[config.mk]
export PLATFORM = sky130hd
export DESIGN_NAME = alu_wrapper
export DESIGN_NICKNAME = d
export VERILOG_FILES = /design/src/rtl/alu_wrapper.sv
export SDC_FILE = /design/constraint.sdc
export NUM_CORES = 1
export LEC_CHECK = 0
export CAP_MARGIN = 0
export CORE_ASPECT_RATIO = 1.2
export CORE_UTILIZATION = 45
export DETAILED_ROUTE_END_ITERATION = 8
export GPL_TIMING_DRIVEN = 0
export SLEW_MARGIN = 5
export SYNTH_ARGS = -nofsm -noshare
export SYNTH_HDL_FRONTEND = slang
export SYNTH_SLANG_ARGS = --single-unit
export TNS_END_PERCENT = 5
[constraint.sdc]
create_clock -name clk -period 4.07 [get_ports clk]
set_input_delay 0.6105 -clock clk [delete_from_list [all_inputs] [get_ports clk]]
set_output_delay 0.6105 -clock clk [all_outputs]
set_load 0.005 [all_outputs]
[src/rtl/alu_wrapper.sv]
// Self-running 8-bit signed ALU: 16-entry ROM, fetch and execute stages.
// Optional macro WRAPPER_SATURATE_EN clamps ADD/SUB overflow results.
module alu_wrapper (
    input  logic       clk,
    input  logic       rst,
    output logic [7:0] data_out,
    output logic [2:0] data_type
);

    localparam logic [2:0] OP_ADD = 3'd0;
    localparam logic [2:0] OP_SUB = 3'd1;
    localparam logic [2:0] OP_AND = 3'd2;
    localparam logic [2:0] OP_OR  = 3'd3;
    localparam logic [2:0] OP_XOR = 3'd4;
    localparam logic [2:0] OP_NOT = 3'd5;
    localparam logic [2:0] OP_SHL = 3'd6;
    localparam logic [2:0] OP_SAR = 3'd7;

    localparam logic [2:0] T_IDLE  = 3'd0;
    localparam logic [2:0] T_ARITH = 3'd1;
    localparam logic [2:0] T_LOGIC = 3'd2;
    localparam logic [2:0] T_SHIFT = 3'd3;
    localparam logic [2:0] T_OVF   = 3'd4;
    localparam logic [2:0] T_ZERO  = 3'd5;

    logic [3:0]  pc;
    logic [18:0] rom_word;

    logic        f_valid;
    logic [2:0]  f_op;
    logic [7:0]  f_a;
    logic [7:0]  f_b;

    logic [8:0]  sum9;
    logic        ovf;
    logic [7:0]  alu_res;
    logic [2:0]  alu_cls;
    logic [7:0]  res_next;
    logic [2:0]  type_next;

    // Instruction ROM: {op, a, b} selected by pc.
    always_comb begin
        case (pc)
            4'd0:    rom_word = {OP_ADD, 8'd100, 8'd27};
            4'd1:    rom_word = {OP_ADD, 8'd100, 8'd28};
            4'd2:    rom_word = {OP_SUB, 8'h9C,  8'd50};
            4'd3:    rom_word = {OP_SUB, 8'd5,   8'd5};
            4'd4:    rom_word = {OP_AND, 8'h3C,  8'h0F};
            4'd5:    rom_word = {OP_OR,  8'h30,  8'h05};
            4'd6:    rom_word = {OP_XOR, 8'h55,  8'h55};
            4'd7:    rom_word = {OP_SHL, 8'h41,  8'd1};
            4'd8:    rom_word = {OP_SAR, 8'hC0,  8'd2};
            4'd9:    rom_word = {OP_NOT, 8'h0F,  8'h00};
            4'd10:   rom_word = {OP_ADD, 8'hFF,  8'd1};
            4'd11:   rom_word = {OP_SUB, 8'h00,  8'h80};
            4'd12:   rom_word = {OP_SHL, 8'd1,   8'd7};
            4'd13:   rom_word = {OP_SAR, 8'hFF,  8'd7};
            4'd14:   rom_word = {OP_ADD, 8'hCE,  8'hCE};
            default: rom_word = {OP_SUB, 8'd10,  8'd20};
        endcase
    end

    // Fetch stage: latch the ROM entry and advance pc (wraps 15->0).
    always_ff @(posedge clk or negedge rst) begin
        if (!rst) begin
            pc      <= 4'd0;
            f_valid <= 1'b0;
            f_op    <= 3'd0;
            f_a     <= 8'd0;
            f_b     <= 8'd0;
        end else begin
            pc      <= pc + 4'd1;
            f_valid <= 1'b1;
            f_op    <= rom_word[18:16];
            f_a     <= rom_word[15:8];
            f_b     <= rom_word[7:0];
        end
    end

    // ALU core: 9-bit signed add/sub with overflow, logic and shifts.
    always_comb begin
        sum9    = 9'd0;
        ovf     = 1'b0;
        alu_res = 8'd0;
        alu_cls = T_IDLE;
        case (f_op)
            OP_ADD: begin
                sum9    = {f_a[7], f_a} + {f_b[7], f_b};
                alu_res = sum9[7:0];
                ovf     = sum9[8] ^ sum9[7];
                alu_cls = T_ARITH;
            end
            OP_SUB: begin
                sum9    = {f_a[7], f_a} - {f_b[7], f_b};
                alu_res = sum9[7:0];
                ovf     = sum9[8] ^ sum9[7];
                alu_cls = T_ARITH;
            end
            OP_AND: begin
                alu_res = f_a & f_b;
                alu_cls = T_LOGIC;
            end
            OP_OR: begin
                alu_res = f_a | f_b;
                alu_cls = T_LOGIC;
            end
            OP_XOR: begin
                alu_res = f_a ^ f_b;
                alu_cls = T_LOGIC;
            end
            OP_NOT: begin
                alu_res = ~f_a;
                alu_cls = T_LOGIC;
            end
            OP_SHL: begin
                alu_res = f_a << f_b[2:0];
                alu_cls = T_SHIFT;
            end
            default: begin
                alu_res = $signed(f_a) >>> f_b[2:0];
                alu_cls = T_SHIFT;
            end
        endcase
    end

    // Result select and class priority: overflow, then zero, then op class.
    always_comb begin
        res_next = alu_res;
`ifdef WRAPPER_SATURATE_EN
        if (ovf) begin
            res_next = sum9[8] ? 8'h80 : 8'h7F;
        end
`endif
        if (ovf) begin
            type_next = T_OVF;
        end else if (res_next == 8'd0) begin
            type_next = T_ZERO;
        end else begin
            type_next = alu_cls;
        end
    end

    // Execute stage: register the result only for valid fetched entries.
    always_ff @(posedge clk or negedge rst) begin
        if (!rst) begin
            data_out  <= 8'd0;
            data_type <= T_IDLE;
        end else if (f_valid) begin
            data_out  <= res_next;
            data_type <= type_next;
        end
    end

endmodule

==> out/summary.txt, run 1 <==
Worst Path Arrival: 4.02 ns
Worst-Margin Slew: 0.7437 ns
Clock power frac: 0.445
Final period util: 0.9446
critical path depth: 12
die height: 97.49 µm
clk buf depth: 2
CP Buf/Inv Count: 3
RSZ-0062 raised after global routing: no
kind of critical path: flip-flop to flip-flop
Avg WL per Cell: 17.92 µm
Slowest-stage cell, CP: a2111oi_2
Hold Crit Class: input pin to asynchronous set/reset pin
antenna-violating nets left: 0
global placer's final weighted congestion: 0.9242
Num CTS Buffers: 5
number of diodes: 0
fmax: 260.1 MHz
Worst IR Drop VDD: 0.1606 mV
cts hold-fix bufs: 0
Clk pin slew, worst setup/hold paths: 0.08 ns
Post-Layout Cell Count: 511
fin util: 0.5154
GRT Overall Usage: 0.2453
ys async rst share: 1.000
core area: 0.007317 mm²
post-synth top area share: 0.2561
Synth area leader: dfrtp_1
setup violators final: 0
vias in the first global route: 2902
Setup crit start kind: flip-flop
Area Growth Syn to Fin: 10.28%
Switch Pwr: 0.1472 mW
CP max FO: 10
CTS root buf: clkbuf_8
sequential share of power: 0.512
worst path required time: 4.25 ns
CTS tree: yes
CP endpoint: data_type[1]
Clock Skew: 0.01276 ns
Clock Latency Late Sink: 0.29 ns
Top FF cell, synth: dfrtp_1
DRC: 0
Final Critical Period: 3.844 ns
hpwl dp: 7.234 mm
FF+latch count, synth: 35
Synth area leaders: dfrtp_1 26%, ha_1 14%, mux4_2 5.9%
Crit Reg-Reg Endpoint: data_type[1]
Fin. Hold Viols: 0
mapped cell area: 0.003420 mm²
FF-to-FF setup slack: 0.23 ns
Syn Inst Count: 401
number of flops mapped to enable cells by yosys: 0
CP startpoint: f_b[1]
reg2reg path depth: 12
CP Capture Type: flip-flop
relative max-transition margin: 0.4997
I/O pin count: 13
Die X-Extent: 81.58 µm
Sw Share: 0.2106
max_cap viols: 0
status: complete, no violations
delay of the slowest critical-path stage: 0.54 ns
die area: 0.007953 mm²
CP cell instances: clkbuf_2 -> buf_2 -> inv_1 -> ha_1 -> a211oi_2 -> nor4b_1 -> a2111oi_2 -> xnor2_1 -> nor2_1 -> o32ai_1 -> nand3_1 -> a32o_1
most common cell after layout, fill and taps aside: ha_1
warnings from Yosys: 0
placed insts: 503
Min Hold Slack: 0.3850 ns
post-route setup TNS: 0 ns
pin count of the biggest net entering global routing: 36
share of cells above drive strength 1: 0.09501
syn avg cell area: 8.528 µm²
Initial Util: 0.4673
commonest non-fill, non-tap cells in the layout: 38 x ha_1, 36 x inv_1, 35 x dfrtp_1
# rows: 34
reg2reg start: f_b[1]
CTS sink count: 35
First DRT Iteration DRCs: 196
Comb power frac: 0.043
final WL: 9.159 mm
vias per cell: 6.020
syn_nets: 443
Synth cell types: 64
initial antenna violation count: 0
Buffers on Ports: 12
first-pass GRT wire length: 14.75 mm
Internal: 0.5516 mW
Seq/Total Area, Yosys: 0.2561
TritonRoute pass-1 iters: 5
fin. max-slew vios: 0
Layout Nets: 462
total congestion overflow: 0
P_leak: 1.660 nW
dominant delay contributor by cell family on the critical path: compound AO/OA/AOI/OAI gates
PD cells: 185.3 mW/mm²
H-tree levels: 2
DR vias: 3076
==> sequential cells by signal, indices dropped and copies added, names as in the netlist <==
signal and cells:
pc 4, data_out 8, f_op 3, f_a 8, f_b 8, data_type 3
f_valid 1
==> cells in the mapped netlist, types with 2 or more instances <==
master / number
a21o_1: 3
nor3_1: 9
mux2_2: 5
fa_1: 2
o21ai_0: 26
inv_1: 36
clkbuf_1: 18
o311ai_0: 2
dfrtp_1: 35
nand3_1: 7
a211oi_1: 6
ha_1: 38
a32oi_1: 2
a211o_1: 2
xnor2_1: 4
buf_2: 7
nand2_1: 30
o211ai_1: 4
a31oi_1: 8
a31o_2: 2
nor4_1: 2
o32ai_1: 4
nor2b_1: 6
nand2b_1: 5
or3_1: 2
nand3b_1: 3
nor2_1: 34
a22oi_1: 4
and2_1: 3
a32o_1: 2
o31ai_1: 4
a221oi_1: 6
o21bai_1: 4
and3_1: 3
mux4_2: 9
a21oi_1: 30
mux2i_1: 7
==> routing by layer <==
| layer | share of wire | global-route usage |
|---|---|---|
| met2 | 0.50 | 0.4135 |
| met3 | 0.046 | 0.03192 |
| met1 | 0.42 | 0.3065 |
| met4 | 0.031 | 0.1066 |
| met5 | 0 | 0 |
==> worst min path at each step <==
| stage | depth (start not counted) | slack, ns | start | to |
|---|---|---|---|---|
| 2_1_floorplan | 0 | 0.31 | rst | data_out[0] |
| 3_3_place_gp | 2 | 0.47 | data_out[1] | data_out[1] |
| 3_5_place_dp | 2 | 0.48 | data_out[0] | data_out[0] |
| 4_1_cts | 1 | 0.41 | rst | pc[2] |
| 5_1_grt | 1 | 0.44 | rst | pc[2] |
| 6_report | 1 | 0.38 | rst | pc[2] |
==> cell type report <==
class | instances | area, µm²
sequential | 35 | 875.8
inverter | 38 | 142.6
multi-input combinational | 302 | 2297
timing repair buffer | 12 | 115.1
clock inverter | 3 | 43.79
fill | 690 | 3546
tap | 90 | 112.6
clock buffer | 5 | 68.82
buffer | 26 | 115.1
==> repair_timing <==
item | CTS | global route
endpoints found under the setup margin | 4 | 0
resized for setup | 3 | 0
setup buffers | 0 | 0
==> logic make-up (layout without fill, tap and decap cells) <==
family | Yosys count | count (layout) | share of synthesized area
other cells | 1 | 1 | 0.001097
compound gates | 123 | 123 | 0.2415
buf+inv | 64 | 84 | 0.07500
fa+ha+maj | 40 | 40 | 0.1508
flops | 35 | 35 | 0.2561
simple gates | 111 | 111 | 0.1588
xor+xnor | 5 | 5 | 0.01281
mux | 22 | 22 | 0.1039
==> worst reg2reg max path, cell delays in order, from the launching register on <==
cell       delay [ns]
dfrtp_1          0.43
clkbuf_2         0.29
buf_2            0.28
inv_1            0.19
ha_1             0.38
a211oi_2         0.41
nor4b_1          0.13
a2111oi_2        0.54
xnor2_1          0.18
nor2_1           0.06
o32ai_1          0.37
nand3_1          0.19
a32o_1           0.29
==> power by group through the flow <==
stage / combinational (mW) / clock, mW / sequential [mW]
after floorplan: 0.00814 / 0 / 0.365
after global placement: 0.0308 / 0 / 0.364
after detailed placement: 0.0306 / 0 / 0.365
after CTS: 0.0309 / 0.317 / 0.358
after global routing: 0.0334 / 0.335 / 0.359
final: 0.0299 / 0.311 / 0.358
==> per-stage QoR <==
stage / setup slack, ns / instance area [µm²] / total power [mW]
2_1_floorplan: 0.5346 / 3420 / 0.3730
3_3_place_gp: -0.3819 / 3652 / 0.3951
3_5_place_dp: -0.4185 / 3647 / 0.3953
4_1_cts: 0.1870 / 3771 / 0.7054
5_1_grt: 0.06119 / 3771 / 0.7266
6_report: 0.2256 / 3771 / 0.6988
Power figures use the tool's default switching activity.
==> run 2: changes to the inputs <==
--- a/config.mk
+++ b/config.mk
@@ -5,6 +5,7 @@
 export SDC_FILE = /design/constraint.sdc
 export NUM_CORES = 1
 export LEC_CHECK = 0
+export ABC_CLOCK_PERIOD_IN_PS = 4070
 export CAP_MARGIN = 0
 export CORE_ASPECT_RATIO = 1.2
 export CORE_UTILIZATION = 45
==> results of run 2 <==
The final DEF is identical to that of run 1; final timing and power are the same.
